## src/rtl/reg_trigseq.sv

```systemverilog
// reg_trigseq: two-event trigger sequencer on the OpenADC register bus.
// An edge on B must follow an edge on A within a programmable cycle window
// to produce a trigger pulse of programmable width on trig_out.
module reg_trigseq #(
  parameter int unsigned SEQ_CTRL_ADDR   = 57,
  parameter int unsigned SEQ_WINDOW_ADDR = 58,
  parameter int unsigned SEQ_STATUS_ADDR = 59
) (
  input  logic        clk,
  input  logic        reset_i,
  input  logic [5:0]  reg_address,
  input  logic [15:0] reg_bytecnt,
  input  logic [7:0]  reg_datai,
  output logic [7:0]  reg_datao,
  input  logic [15:0] reg_size,
  input  logic        reg_read,
  input  logic        reg_write,
  input  logic        reg_addrvalid,
  input  logic [5:0]  reg_hypaddress,
  output logic [15:0] reg_hyplen,
  output logic        reg_stream,
  input  logic        trig_a_i,
  input  logic        trig_b_i,
  output logic        trig_out
);

  typedef enum logic [1:0] {
    ST_IDLE   = 2'd0,
    ST_WAIT_A = 2'd1,
    ST_WAIT_B = 2'd2,
    ST_FIRE   = 2'd3
  } state_t;

  // Register file
  logic [6:0]  ctrl_q;
  logic [31:0] window_q;
  logic [7:0]  tmo_cnt_q;
  logic [15:0] fire_cnt_q;

  // Input conditioning
  logic [2:0]  a_sync_q;
  logic [2:0]  b_sync_q;
  logic        edge_a_q;
  logic        edge_b_q;

  // Sequencer
  state_t      state_q, state_d;
  logic [31:0] cnt_q, cnt_d;
  logic [2:0]  pcnt_q, pcnt_d;
  logic        trig_q;
  logic        fire_inc;
  logic        tmo_inc;
  logic        oneshot_clr;

  // Bus decode
  logic        sel_ctrl;
  logic        sel_win;
  logic        sel_stat;
  logic        bus_wr;
  logic        bus_rd;
  logic        byte0;
  logic        byte_in4;
  logic        ctrl_wr;
  logic        win_wr;
  logic        stat_wr;
  logic [31:0] status_word;
  logic        unused_size;

  wire ctrl_en      = ctrl_q[0];
  wire ctrl_inv_a   = ctrl_q[1];
  wire ctrl_inv_b   = ctrl_q[2];
  wire ctrl_oneshot = ctrl_q[3];
  wire [2:0] ctrl_pw = ctrl_q[6:4];

  assign unused_size = ^reg_size;
  assign reg_stream  = 1'b0;
  assign trig_out    = trig_q;

  // Address and byte-lane decode shared by reads and writes
  always_comb begin
    sel_ctrl = (reg_address == 6'(SEQ_CTRL_ADDR));
    sel_win  = (reg_address == 6'(SEQ_WINDOW_ADDR));
    sel_stat = (reg_address == 6'(SEQ_STATUS_ADDR));
    bus_wr   = reg_write & reg_addrvalid;
    bus_rd   = reg_read & reg_addrvalid;
    byte0    = (reg_bytecnt == 16'd0);
    byte_in4 = (reg_bytecnt < 16'd4);
    ctrl_wr  = bus_wr & sel_ctrl & byte0;
    win_wr   = bus_wr & sel_win & byte_in4;
    stat_wr  = bus_wr & sel_stat & byte_in4;
  end

  // CTRL register; a host write beats the oneshot enable clear
  always_ff @(posedge clk or posedge reset_i) begin
    if (reset_i) begin
      ctrl_q <= '0;
    end else if (ctrl_wr) begin
      ctrl_q <= reg_datai[6:0];
    end else if (oneshot_clr) begin
      ctrl_q[0] <= 1'b0;
    end
  end

  // WINDOW register, little-endian byte writes
  always_ff @(posedge clk or posedge reset_i) begin
    if (reset_i) begin
      window_q <= '0;
    end else if (win_wr) begin
      window_q[{reg_bytecnt[1:0], 3'b000} +: 8] <= reg_datai;
    end
  end

  // Polarity select, 2-FF synchronizer plus delay stage, registered rising-edge detect
  always_ff @(posedge clk or posedge reset_i) begin
    if (reset_i) begin
      a_sync_q <= '0;
      b_sync_q <= '0;
      edge_a_q <= 1'b0;
      edge_b_q <= 1'b0;
    end else begin
      a_sync_q <= {a_sync_q[1:0], trig_a_i ^ ctrl_inv_a};
      b_sync_q <= {b_sync_q[1:0], trig_b_i ^ ctrl_inv_b};
      edge_a_q <= a_sync_q[1] & ~a_sync_q[2];
      edge_b_q <= b_sync_q[1] & ~b_sync_q[2];
    end
  end

  // Sequencer state, window countdown, pulse-width counter and output register
  always_ff @(posedge clk or posedge reset_i) begin
    if (reset_i) begin
      state_q <= ST_IDLE;
      cnt_q   <= '0;
      pcnt_q  <= '0;
      trig_q  <= 1'b0;
    end else begin
      state_q <= state_d;
      cnt_q   <= cnt_d;
      pcnt_q  <= pcnt_d;
      trig_q  <= (state_d == ST_FIRE);
    end
  end

  // Next-state logic. A live count of zero marks an unlimited wait, so a
  // window change mid-wait never alters the countdown already in progress.
  always_comb begin
    state_d     = state_q;
    cnt_d       = cnt_q;
    pcnt_d      = pcnt_q;
    fire_inc    = 1'b0;
    tmo_inc     = 1'b0;
    oneshot_clr = 1'b0;
    if (!ctrl_en) begin
      state_d = ST_IDLE;
    end else begin
      case (state_q)
        ST_IDLE: begin
          state_d = ST_WAIT_A;
        end
        ST_WAIT_A: begin
          if (edge_a_q) begin
            state_d = ST_WAIT_B;
            cnt_d   = window_q;
          end
        end
        ST_WAIT_B: begin
          if (edge_b_q) begin
            state_d  = ST_FIRE;
            pcnt_d   = ctrl_pw;
            fire_inc = 1'b1;
          end else if (edge_a_q) begin
            cnt_d = window_q;
          end else if (cnt_q != 32'd0) begin
            if (cnt_q == 32'd1) begin
              state_d = ST_WAIT_A;
              tmo_inc = 1'b1;
            end else begin
              cnt_d = cnt_q - 32'd1;
            end
          end
        end
        ST_FIRE: begin
          if (pcnt_q == 3'd0) begin
            if (ctrl_oneshot) begin
              state_d     = ST_IDLE;
              oneshot_clr = 1'b1;
            end else begin
              state_d = ST_WAIT_A;
            end
          end else begin
            pcnt_d = pcnt_q - 3'd1;
          end
        end
        default: begin
          state_d = ST_IDLE;
        end
      endcase
    end
  end

  // Timeout (saturating) and fire (wrapping) counters; a STATUS write clears both
  always_ff @(posedge clk or posedge reset_i) begin
    if (reset_i) begin
      tmo_cnt_q  <= '0;
      fire_cnt_q <= '0;
    end else if (stat_wr) begin
      tmo_cnt_q  <= '0;
      fire_cnt_q <= '0;
    end else begin
      if (tmo_inc && (tmo_cnt_q != 8'hFF)) begin
        tmo_cnt_q <= tmo_cnt_q + 8'd1;
      end
      if (fire_inc) begin
        fire_cnt_q <= fire_cnt_q + 16'd1;
      end
    end
  end

  // Combinational read mux; zero whenever not selected
  always_comb begin
    status_word = {fire_cnt_q, tmo_cnt_q, 6'b000000, state_q};
    reg_datao   = '0;
    if (bus_rd) begin
      if (sel_ctrl && byte0) begin
        reg_datao = {1'b0, ctrl_q};
      end else if (sel_win && byte_in4) begin
        reg_datao = window_q[{reg_bytecnt[1:0], 3'b000} +: 8];
      end else if (sel_stat && byte_in4) begin
        reg_datao = status_word[{reg_bytecnt[1:0], 3'b000} +: 8];
      end
    end
  end

  // Register length query
  always_comb begin
    reg_hyplen = '0;
    if (reg_hypaddress == 6'(SEQ_CTRL_ADDR)) begin
      reg_hyplen = 16'd1;
    end else if (reg_hypaddress == 6'(SEQ_WINDOW_ADDR)) begin
      reg_hyplen = 16'd4;
    end else if (reg_hypaddress == 6'(SEQ_STATUS_ADDR)) begin
      reg_hyplen = 16'd4;
    end
  end

endmodule

```

## config.mk

```make
export PLATFORM = sky130hd
export DESIGN_NAME = reg_trigseq
export DESIGN_NICKNAME = d
export VERILOG_FILES = /design/src/rtl/reg_trigseq.sv
export SDC_FILE = /design/constraint.sdc
export NUM_CORES = 1
export LEC_CHECK = 0
export BUFFER_PORTS_ARGS = -buffer_cell sky130_fd_sc_hd__buf_4
export CAP_MARGIN = 20
export CORE_UTILIZATION = 60
export CTS_CLUSTER_DIAMETER = 100
export DETAILED_ROUTE_END_ITERATION = 8
export PLACE_DENSITY_LB_ADDON = 0.05
export SLEW_MARGIN = 20
export SYNTH_ARGS = -nofsm -noshare
export SYNTH_HDL_FRONTEND = slang
export SYNTH_SLANG_ARGS = --single-unit
```

## constraint.sdc

```tcl
create_clock -name clk -period 5.7 [get_ports clk]
set_clock_uncertainty 0.2 [all_clocks]
set_input_delay 1.14 -clock clk [delete_from_list [all_inputs] [get_ports clk]]
set_output_delay 1.14 -clock clk [all_outputs]
set_load 0.01 [all_outputs]
```

==> reports/metrics.cfg, run 1 <==
[flow_run]
cap_violations=0

[setup_path]
crit_start=reg_bytecnt[15]
worstSetupEndpointType=output pin
cp.arrival_ps=3190
crit_fanout=7
cp_slowest_cell=nor3_1
r2r_slack_ps=1950
cp_data_required_time_ps=4360
regToRegStartpoint=cnt_q[4]
ff2ff_path_depth=6
start_kind=primary input
worstSetupEndpoint=reg_datao[1]
cp_cell_sequence=buf_4 -> nor4_1 -> nand3_1 -> nor3_1 -> a22oi_1 -> nor2_1 -> buf_4
cpPeakStageDelay_ps=730
r2r-end=cnt_q[12]
cp_num_cells=7
cpLargestDelayFamily=simple AND/OR/NAND/NOR gates
crit_top_cell=buf_4
critical_path_class=primary input to output pin
critPathBufInv=2

[sta]
rsz0062_at_grt=false
worst_slew_pin_slew_ps=1080
setup_violations=0
fin_crit_sh_pct=79.5
drv_slew=0
hold_violations=0
fin_setup_tns_ps=0
finalCriticalPeriod_ps=4530
timing.fmax_mhz=221
max_slew_margin_pct=27.7
setup_ws_ps=1170

[placed_design]
placed_cell_area_um2=7000
place_ws_ps=1210
gp_congestion=0.897
dpl.hpwl_um=12600
port_buffers=53

[detailed_routing]
dr.first_iter.drc_count=537
num_vias=6008
wl_per_cell_um=19.5
ant_nets=0
first_pass_iters=6
remaining_drc_errors=0
routed_wl_um=17700
routed_via_density=6.62

[clock_network]
cts_buffers=9
clk_pin_slew_ps=100
cts_resized=0
clock_latency_ps=390
clockBufferDepth=2
cts_tree=built
cts-root-buf=clkbuf_8
cts_hold_buf=0
cts_setup_buffers=0
clock_sinks=109
cts_htree_levels=3

[synthesis]
yosys.area.top_type_share_pct=41.7
synth_flop_cell=dfrtp_1
ys_seq_area_share_pct=41.7
ys_seq_elements=109
ys_top_cells_by_area=dfrtp_1, nand2_1, nor2_1, mux4_2, o21ai_0
netlist_area_um2=6530
synth-async-reset-ratio_pct=100
synth_edf_count=0
synth_warnings=0
synth_top_area_cell=dfrtp_1
avgSynthCellArea_um2=8.93
syn_inst=732
synth.distinct_cells=55

[global_route]
grt.total_usage_pct=33.1
grt_max_degree=76
grt-ovfl-total=0
grt_pass1_vias=5669
grt_antenna_before_repair=0
grt_pass1_wl_um=28900

[floorplan]
die-area_um2=11300
start_util_pct=62.4
coreArea_um2=10500
die_w_um=106
rows=37
fp.dieH_um=106
pin_count=85

[cells_and_area]
n_antenna_cell=0
syn2layout_area_growth_pct=10.5
layout_common_cells=dfrtp_1, nand2_1, nor2_1, buf_4, o21ai_0
design_area_um2=7220
layout_commonest_cell=dfrtp_1
multi_input_area_um2=3520
fillCellCount=847
regArea_um2=2730
post_route_cells_drive_above_1_share_pct=15.2
fin_nets=837

[power]
power_density_nw_per_um2=341
vdd_drop_max_mv=0.215
p_leak_nw=3.00
power_mw=2.46

[status]
status=completed

[hold_path]
hold_class=register to register

==> metal layers <==
layer  GRT usage (%)  wire, µm  share of wire, %
met1            48.3      7920                45
met2            48.7      7780                44
met3            6.74      1570               8.9
met4            11.8       421               2.4
met5               0         0                 0
==> report_power, final <==
group,switching (mW),internal (mW)
Clock,0.271,0.241
Sequential,0.192,0.913
Combinational,0.498,0.346
Total,0.960,1.50
==> worst reg2reg max path, delay by kind of cell (launching register included) <==
| kind | cells | cell delay [ps] |
|---|---|---|
| simple gates | 4 | 2410 |
| compound gates | 1 | 250 |
| buf+inv | 1 | 390 |
| flops | 1 | 440 |
==> cell families (layout without fill, tap and decap cells) <==
family / after synthesis / in the layout / synth area share (%)
multiplexers: 36 / 36 / 7.70
other: 1 / 15 / 0.0574
XOR/XNOR: 15 / 15 / 2.01
adder cells (fa/ha/maj): 12 / 12 / 2.30
AND/OR/NAND/NOR: 305 / 305 / 23.6
buffers and inverters: 82 / 107 / 5.69
flip-flops: 109 / 109 / 41.7
AO/OA/AOI/OAI: 172 / 172 / 16.9
==> metrics by stage <==
stage / hold slack (ps) / utilization, % / cells
global route: 188 / 69.0 / 907
global placement: 132 / 66.9 / 891
detailed placement: 139 / 66.9 / 891
finish: 158 / 69.0 / 907
CTS: 163 / 69.0 / 907
floorplan: 131 / - / 746
==> area by class of cell <==
| type | instances | area share (%) |
|---|---|---|
| inverter | 28 | 1.49 |
| sequential | 109 | 37.8 |
| tap | 136 | 2.36 |
| multi-input combinational | 555 | 48.8 |
| timing repair buffer | 63 | 6.55 |
| clock buffer | 12 | 2.29 |
| clock inverter | 4 | 0.745 |
==> registers in the layout, indices dropped and copies added (netlist names) <==
signal	cells
trig_out	1
ctrl_q	7
tmo_cnt_q	8
edge_a_q	1
a_sync_q	3
fire_cnt_q	16
edge_b_q	1
cnt_q	32
b_sync_q	3
window_q	32
pcnt_q	3
state_q	2
==> synthesized netlist by cell type (13+ instances only) <==
| cell type | instances |
|---|---|
| a21oi_1 | 26 |
| a22oi_1 | 15 |
| buf_4 | 15 |
| clkbuf_1 | 31 |
| dfrtp_1 | 109 |
| inv_1 | 28 |
| mux2_2 | 13 |
| nand2_1 | 85 |
| nand3_1 | 18 |
| nand4_1 | 20 |
| nor2_1 | 70 |
| nor3_1 | 26 |
| nor4_1 | 20 |
| o21ai_0 | 40 |
| o21ai_1 | 17 |
| o31ai_1 | 18 |
| or4_1 | 13 |
==> worst min path at each step <==
stage	from	to	slack [ps]	cells after the start
floorplan	a_sync_q[0]	a_sync_q[1]	130	0
global route	a_sync_q[0]	a_sync_q[1]	190	0
global placement	b_sync_q[0]	b_sync_q[1]	130	0
CTS	a_sync_q[0]	a_sync_q[1]	160	0
detailed placement	a_sync_q[0]	a_sync_q[1]	140	0
finish	a_sync_q[0]	a_sync_q[1]	160	0
(Power assumes the default switching activity.)
==> run 2, diff against run 1 <==
- ABC_AREA: not set -> 1
- CORE_UTILIZATION: 60 -> 54
- clock period: 5.7 -> 4 ns (I/O delays scaled with it)
==> run 2 against run 1 <==
Final cell count up 33%; sequential power up 27%; synthesized cell count up 35%; combinational power up 56%; utilization down 7.4 points; worst setup slack worse by 640 ps; clock-buffer cell count down 1; worst hold slack worse by 7.9 ps.
==> reports/metrics.cfg, run 2 <==
[clock_network]
cts_htree_levels=3  ; unchanged
cts_resized=0  ; unchanged
clk_pin_slew_ps=70  ; was 100 ps
cts-root-buf=clkbuf_16  ; was clkbuf_8
clock_latency_ps=360  ; was 390 ps
clockBufferDepth=2  ; unchanged
cts_setup_buffers=0  ; unchanged
cts_hold_buf=0  ; unchanged
cts_tree=built  ; unchanged
clock_sinks=109  ; unchanged
cts_buffers=9  ; unchanged

[cells_and_area]
fillCellCount=1273  ; was 847
multi_input_area_um2=3710  ; was 3520 µm²
fin_nets=1100  ; was 837
syn2layout_area_growth_pct=10.6  ; was 10.5%
layout_common_cells=nand2_1, dfrtp_1, nor2_1, inv_1, o21ai_0  ; was dfrtp_1, nand2_1, nor2_1, buf_4, o21ai_0
reg.largest.list=cnt_q x32, window_q x32, fire_cnt_q x16  ; unchanged
layout_commonest_cell=nand2_1  ; was dfrtp_1
post_route_cells_drive_above_1_share_pct=13.9  ; was 15.2%
n_antenna_cell=0  ; unchanged
utilization_pct=61.6  ; was 69.0%
regArea_um2=2730  ; unchanged

[synthesis]
synth_xor_area_share_pct=1.61  ; was 2.01%
avgSynthCellArea_um2=7.16  ; was 8.93 µm²
ys_seq_elements=109  ; unchanged
synth_top_family_by_area=simple AND/OR/NAND/NOR gates  ; unchanged
post-synth-top-count-cell=nand2_1  ; was dfrtp_1
synth_mux_area_share_pct=0.141  ; was 7.70%
yosys.area.top_type_share_pct=38.5  ; was 41.7%
ys_seq_area_share_pct=38.5  ; was 41.7%
synth_warnings=0  ; unchanged
synth.distinct_cells=45  ; was 55
yosys.area_share.adder_pct=2.12  ; was 2.30%
ys_top_cells_by_area=dfrtp_1, nand2_1, o21ai_0, nor2_1, nand3_1  ; was dfrtp_1, nand2_1, nor2_1, mux4_2, o21ai_0
netlist_area_um2=7080  ; was 6530 µm²
synth_compound_area_share_pct=13.4  ; was 16.9%
synth_flop_cell=dfrtp_1  ; unchanged
synth-async-reset-ratio_pct=100  ; unchanged
synth_simple_gate_area_share_pct=34.3  ; was 23.6%
syn_inst=989  ; was 732
synth_top_area_cell=dfrtp_1  ; unchanged
synth_edf_count=0  ; unchanged
synth_common_cells=nand2_1, dfrtp_1, nor2_1, inv_1, o21ai_0  ; was dfrtp_1, nand2_1, nor2_1, o21ai_0, clkbuf_1

[hold_path]
hold_class=register to register  ; unchanged
hp-start=b_sync_q[0]  ; was a_sync_q[0]

[status]
status=completed  ; unchanged

[sta]
finalCriticalPeriod_ps=3470
setup_violations=0  ; unchanged
drv_slew=0  ; unchanged
worst_slew_pin_slew_ps=792  ; was 1080 ps
max_slew_margin_pct=46.8  ; was 27.7%
timing.fmax_mhz=288
rsz0062_at_grt=false  ; unchanged
fin_crit_sh_pct=86.8
hold_violations=0  ; unchanged
fin_setup_tns_ps=0  ; unchanged
hold_slack_ps=150  ; was 158 ps

[power]
switching_share_pct=40.7  ; was 39.0%
switchingPower_mw=1.48  ; was 0.960 mW
p_leak_nw=3.78  ; was 3.00 nW
power_mw=3.65  ; was 2.46 mW
power_density_nw_per_um2=466  ; was 341 nW/µm²
pwr-share-clk_pct=25.5  ; was 20.8%
p_int_mw=2.16  ; was 1.50 mW
vdd_drop_max_mv=0.310  ; was 0.215 mV
power_frac_seq_pct=38.3  ; was 44.9%
power_frac_comb_pct=36.2  ; was 34.3%

[global_route]
grt_pass1_wl_um=30600  ; was 28900 µm
grt_antenna_before_repair=0  ; unchanged
grt_pass1_vias=6021  ; was 5669
grt.total_usage_pct=29.6  ; was 33.1%
grt-ovfl-total=0  ; unchanged
grt_max_degree=50  ; was 76

[floorplan]
die-area_um2=13600  ; was 11300 µm²
start_util_pct=55.6  ; was 62.4%
die_w_um=117  ; was 106 µm
rows=41  ; was 37
fp.dieH_um=117  ; was 106 µm
coreArea_um2=12700  ; was 10500 µm²
pin_count=85  ; unchanged

[detailed_routing]
num_vias=6594  ; was 6008
remaining_drc_errors=0  ; unchanged
routed_via_density=5.47  ; was 6.62
dr.first_iter.drc_count=571  ; was 537
routed_wl_um=18400  ; was 17700 µm
ant_nets=0  ; unchanged
wl_per_cell_um=15.3  ; was 19.5 µm
first_pass_iters=6  ; unchanged

[placed_design]
gp_congestion=0.835  ; was 0.897
dpl.hpwl_um=13900  ; was 12600 µm
port_buffers=53  ; unchanged

[setup_path]
cp.arrival_ps=2470  ; was 3190 ps
worstSetupEndpointType=output pin  ; unchanged
crit_fanout=20  ; was 7
start_kind=primary input  ; unchanged
crit_start=reg_bytecnt[1]  ; was reg_bytecnt[15]
cp_data_required_time_ps=3000  ; was 4360 ps
critical_path_class=primary input to output pin  ; unchanged
regToRegStartpoint=state_q[1]  ; was cnt_q[4]

[flow_run]
cap_violations=0  ; unchanged

## run 2: power by group through the flow
stage                     Sequential [mW]  Combinational (mW)  Clock (mW)
final                                1.40                1.32       0.931
after global routing                 1.42                1.53       0.987
after CTS                            1.39                1.32       0.947
after detailed placement             1.41                1.31           0
after global placement               1.41                1.29           0
after floorplan                      1.37                1.05           0
## run 2: routing by layer
layer	up-vias	GRT usage, %	routed length (µm)
li1	3293	-	-
met1	3069	43.6	8850
met2	210	44.7	8120
met3	22	5.92	1150
met4	0	7.18	290
met5	-	0	0
## run 2: worst paths after layout
| kind | slack (ps) | endpoint | cells past startpoint |
|---|---|---|---|
| worst max register to register | 1310 | cnt_q[10] | 9 |
| worst min register to register | 150 | b_sync_q[1] | 0 |
| min in group asynchronous | 230 | cnt_q[2] | 2 |
| worst min-delay path | 150 | b_sync_q[1] | 0 |
| max in group asynchronous | 2600 | cnt_q[25] | 3 |
| worst max-delay path | 530 | reg_datao[3] | 10 |
## run 2: layout make-up
cell class | instances | share of cell area (%)
Sequential cell | 109 | 34.8
Timing Repair Buffer | 61 | 6.01
Multi-Input combinational cell | 743 | 47.4
Inverter | 105 | 5.16
Clock inverter | 5 | 0.735
Tap cell | 172 | 2.75
Clock buffer | 11 | 3.10
## run 2: cells by family (layout without fill, tap and decap cells)
| family | after synthesis | in the layout |
|---|---|---|
| flops | 109 | 109 |
| fa+ha+maj | 12 | 12 |
| buf+inv | 151 | 182 |
| xor+xnor | 13 | 13 |
| simple gates | 528 | 528 |
| compound gates | 174 | 174 |
| other cells | 1 | 15 |
| mux | 1 | 1 |
## run 2: worst max-delay path, cell delays in order
cell and delay, ps:
buf_4 190, inv_1 100, ha_1 210, inv_2 60, nor3_1 190, nand3_1 300
inv_1 190, a21oi_1 60, a21oi_1 200, buf_4 150
## run 2: stage by stage
stage                     std cells  instance area [µm²]  setup WS [ps]
after floorplan                1003                 7130            126
after global placement         1190                 7530            591
after detailed placement       1190                 7530            547
after CTS                      1206                 7830            544
after global routing           1206                 7830            375
final                          1206                 7830            530
==> run 3, diff against run 2 <==
- GPL_ROUTABILITY_DRIVEN: not set -> 0
- PLACE_DENSITY: not set -> 0.78
- PLACE_DENSITY_LB_ADDON: 0.05 -> not set
- RECOVER_POWER: not set -> 25
==> run 3 against run 2 <==
The run now ends with max-capacitance violations, max-slew violations left; die area unchanged; maximum frequency down 1.0%; critical endpoint unchanged; largest power group unchanged; highest routed layer unchanged; clock power down 7.6%; register-to-register slack better by 200 ps.
==> reports/metrics.cfg, run 3 (same netlist as run 2, synthesis figures left out) <==
[status]
violations=max-capacitance violations, max-slew violations
status=complete, but fails checks  ; was completed

[hold_path]
hp-start=b_sync_q[0]  ; unchanged
holdPathStages=0  ; unchanged
hold_class=register to register  ; unchanged
holdPathEnd=b_sync_q[1]  ; unchanged

[floorplan]
fp.dieH_um=117  ; unchanged
pin_count=85  ; unchanged
start_util_pct=55.6  ; unchanged
rows=41  ; unchanged
coreArea_um2=12700  ; unchanged
die_w_um=117  ; unchanged
die-area_um2=13600  ; unchanged

[sta]
fin_crit_sh_pct=87.6  ; was 86.8%
rsz0062_at_grt=false  ; unchanged
drv_slew=50  ; was 0
max_slew_margin_pct=-53.9  ; was 46.8%
setup_ws_ps=494  ; was 530 ps
setup_violations=0  ; unchanged
fin_setup_tns_ps=0  ; unchanged
worst_slew_pin_slew_ps=2300  ; was 792 ps
hold_violations=0  ; unchanged
hold_slack_ps=154  ; was 150 ps
finalCriticalPeriod_ps=3510  ; was 3470 ps
timing.fmax_mhz=285  ; was 288 MHz

[detailed_routing]
remaining_drc_errors=0  ; unchanged
first_pass_iters=5  ; was 6
dr.first_iter.drc_count=684  ; was 571
routed_via_density=5.63  ; was 5.47
ant_nets=0  ; unchanged
routed_wl_um=18100  ; was 18400 µm
num_vias=6786  ; was 6594
wl_per_cell_um=15.0  ; was 15.3 µm

[clock_network]
cts_resized=0  ; unchanged
cts_setup_buffers=0  ; unchanged
cts_buffers=9  ; unchanged
cts_htree_levels=3  ; unchanged
clock_latency_ps=360  ; about the same
clock_sinks=109  ; unchanged
cts_hold_buf=0  ; unchanged
clk_pin_slew_ps=70  ; about the same
clockBufferDepth=2  ; unchanged
cts_tree=built  ; unchanged
cts-root-buf=clkbuf_16  ; unchanged

[placed_design]
dpl.hpwl_um=13200  ; was 13900 µm
port_buffers=53  ; unchanged
place_ws_ps=559  ; was 547 ps

[setup_path]
ff2ff_path_depth=11  ; was 9
r2r-end=cnt_q[0]  ; was cnt_q[10]
r2r_slack_ps=1510  ; was 1310 ps
cp_data_required_time_ps=3000  ; about the same
critical_path_class=primary input to output pin  ; unchanged
start_kind=primary input  ; unchanged
worstSetupEndpointType=output pin  ; unchanged
cp.arrival_ps=2510  ; was 2470 ps
regToRegStartpoint=state_q[0]  ; was state_q[1]
crit_fanout=20  ; unchanged

[flow_run]
cap_violations=1  ; was 0

[global_route]
grt_pass1_vias=6011  ; was 6021
grt_pass1_wl_um=29800  ; was 30600 µm
grt-ovfl-total=0  ; unchanged
grt_max_degree=61  ; was 50
grt_antenna_before_repair=0  ; unchanged
grt.total_usage_pct=28.7  ; was 29.6%

[power]
power_frac_seq_pct=39.0  ; was 38.3%
switchingPower_mw=1.49  ; was 1.48 mW
power_density_nw_per_um2=459  ; was 466 nW/µm²
power_mw=3.58  ; was 3.65 mW
vdd_drop_max_mv=0.289  ; was 0.310 mV
switching_share_pct=41.7  ; was 40.7%
pwr-share-clk_pct=24.0  ; was 25.5%
p_int_mw=2.08  ; was 2.16 mW
p_leak_nw=3.74  ; was 3.78 nW
power_frac_comb_pct=37.0  ; was 36.2%

[cells_and_area]
reg.largest.list=cnt_q x32, window_q x32, fire_cnt_q x16  ; unchanged
syn2layout_area_growth_pct=10.2  ; was 10.6%
utilization_pct=61.3  ; was 61.6%
fin_nets=1099  ; was 1100
layout_commonest_cell=nand2_1  ; unchanged
layout_common_cells=nand2_1, dfrtp_1, nor2_1, inv_1, o21ai_0  ; unchanged
post_route_cells_drive_above_1_share_pct=13.8  ; was 13.9%
fillCellCount=1219  ; was 1273
n_antenna_cell=0  ; unchanged

run 3: changes by cell type in the layout (fill, tap and decap cells not counted):
cell	change
clkbuf_8	-1
clkinvlp_4	+4
bufinv_16	-1
clkinvlp_2	+1
clkbuf_4	+3
inv_4	-1
buf_4	-4
clkinv_2	-2
run 3: worst max-delay path by stage:
| stage | start | to | slack (ps) | depth (start not counted) |
|---|---|---|---|---|
| 2_1_floorplan | reset_i | a_sync_q[0] | 130 | 1 |
| 3_3_place_gp | reg_bytecnt[1] | reg_datao[3] | 590 | 10 |
| 3_5_place_dp | reg_bytecnt[1] | reg_datao[3] | 560 | 10 |
| 4_1_cts | reg_bytecnt[1] | reg_datao[3] | 550 | 10 |
| 5_1_grt | reg_bytecnt[1] | reg_datao[3] | 360 | 10 |
| 6_report | reg_bytecnt[1] | reg_datao[3] | 490 | 10 |
run 3: layout make-up:
class / count / area [µm²] / area share (%)
sequential: 109 / 2730 / 35.0
inverter: 105 / 403 / 5.17
clock inverter: 6 / 47.5 / 0.610
tap: 172 / 215 / 2.76
clock buffer: 10 / 229 / 2.94
timing repair buffer: 60 / 463 / 5.94
multi-input combinational: 743 / 3710 / 47.6
run 3: power groups by stage:
stage / combinational, mW / sequential [mW] / clock (mW)
2_1_floorplan: 1.05 / 1.37 / 0
3_3_place_gp: 1.28 / 1.41 / 0
3_5_place_dp: 1.30 / 1.41 / 0
4_1_cts: 1.31 / 1.39 / 0.874
5_1_grt: 1.49 / 1.42 / 0.915
6_report: 1.32 / 1.40 / 0.860
run 3: critical path, stage by stage:
cell and delay, ps:
buf_4 190, inv_1 100, ha_1 210, inv_2 60
nor3_1 220, nand3_1 310, inv_1 190, a21oi_1 70
a21oi_1 200, buf_4 150
run 3: per-stage QoR:
stage | instances | cell area (µm²)
finish | 1205 | 7800
global route | 1205 | 7800
CTS | 1205 | 7800
detailed placement | 1189 | 7520
global placement | 1189 | 7520
floorplan | 1003 | 7130
run 3: layer usage:
layer,global-route usage (%),wire length [µm]
met2,43.2,8130
met3,3.94,1270
met1,41.9,8250
met4,11.1,472
met5,0,0
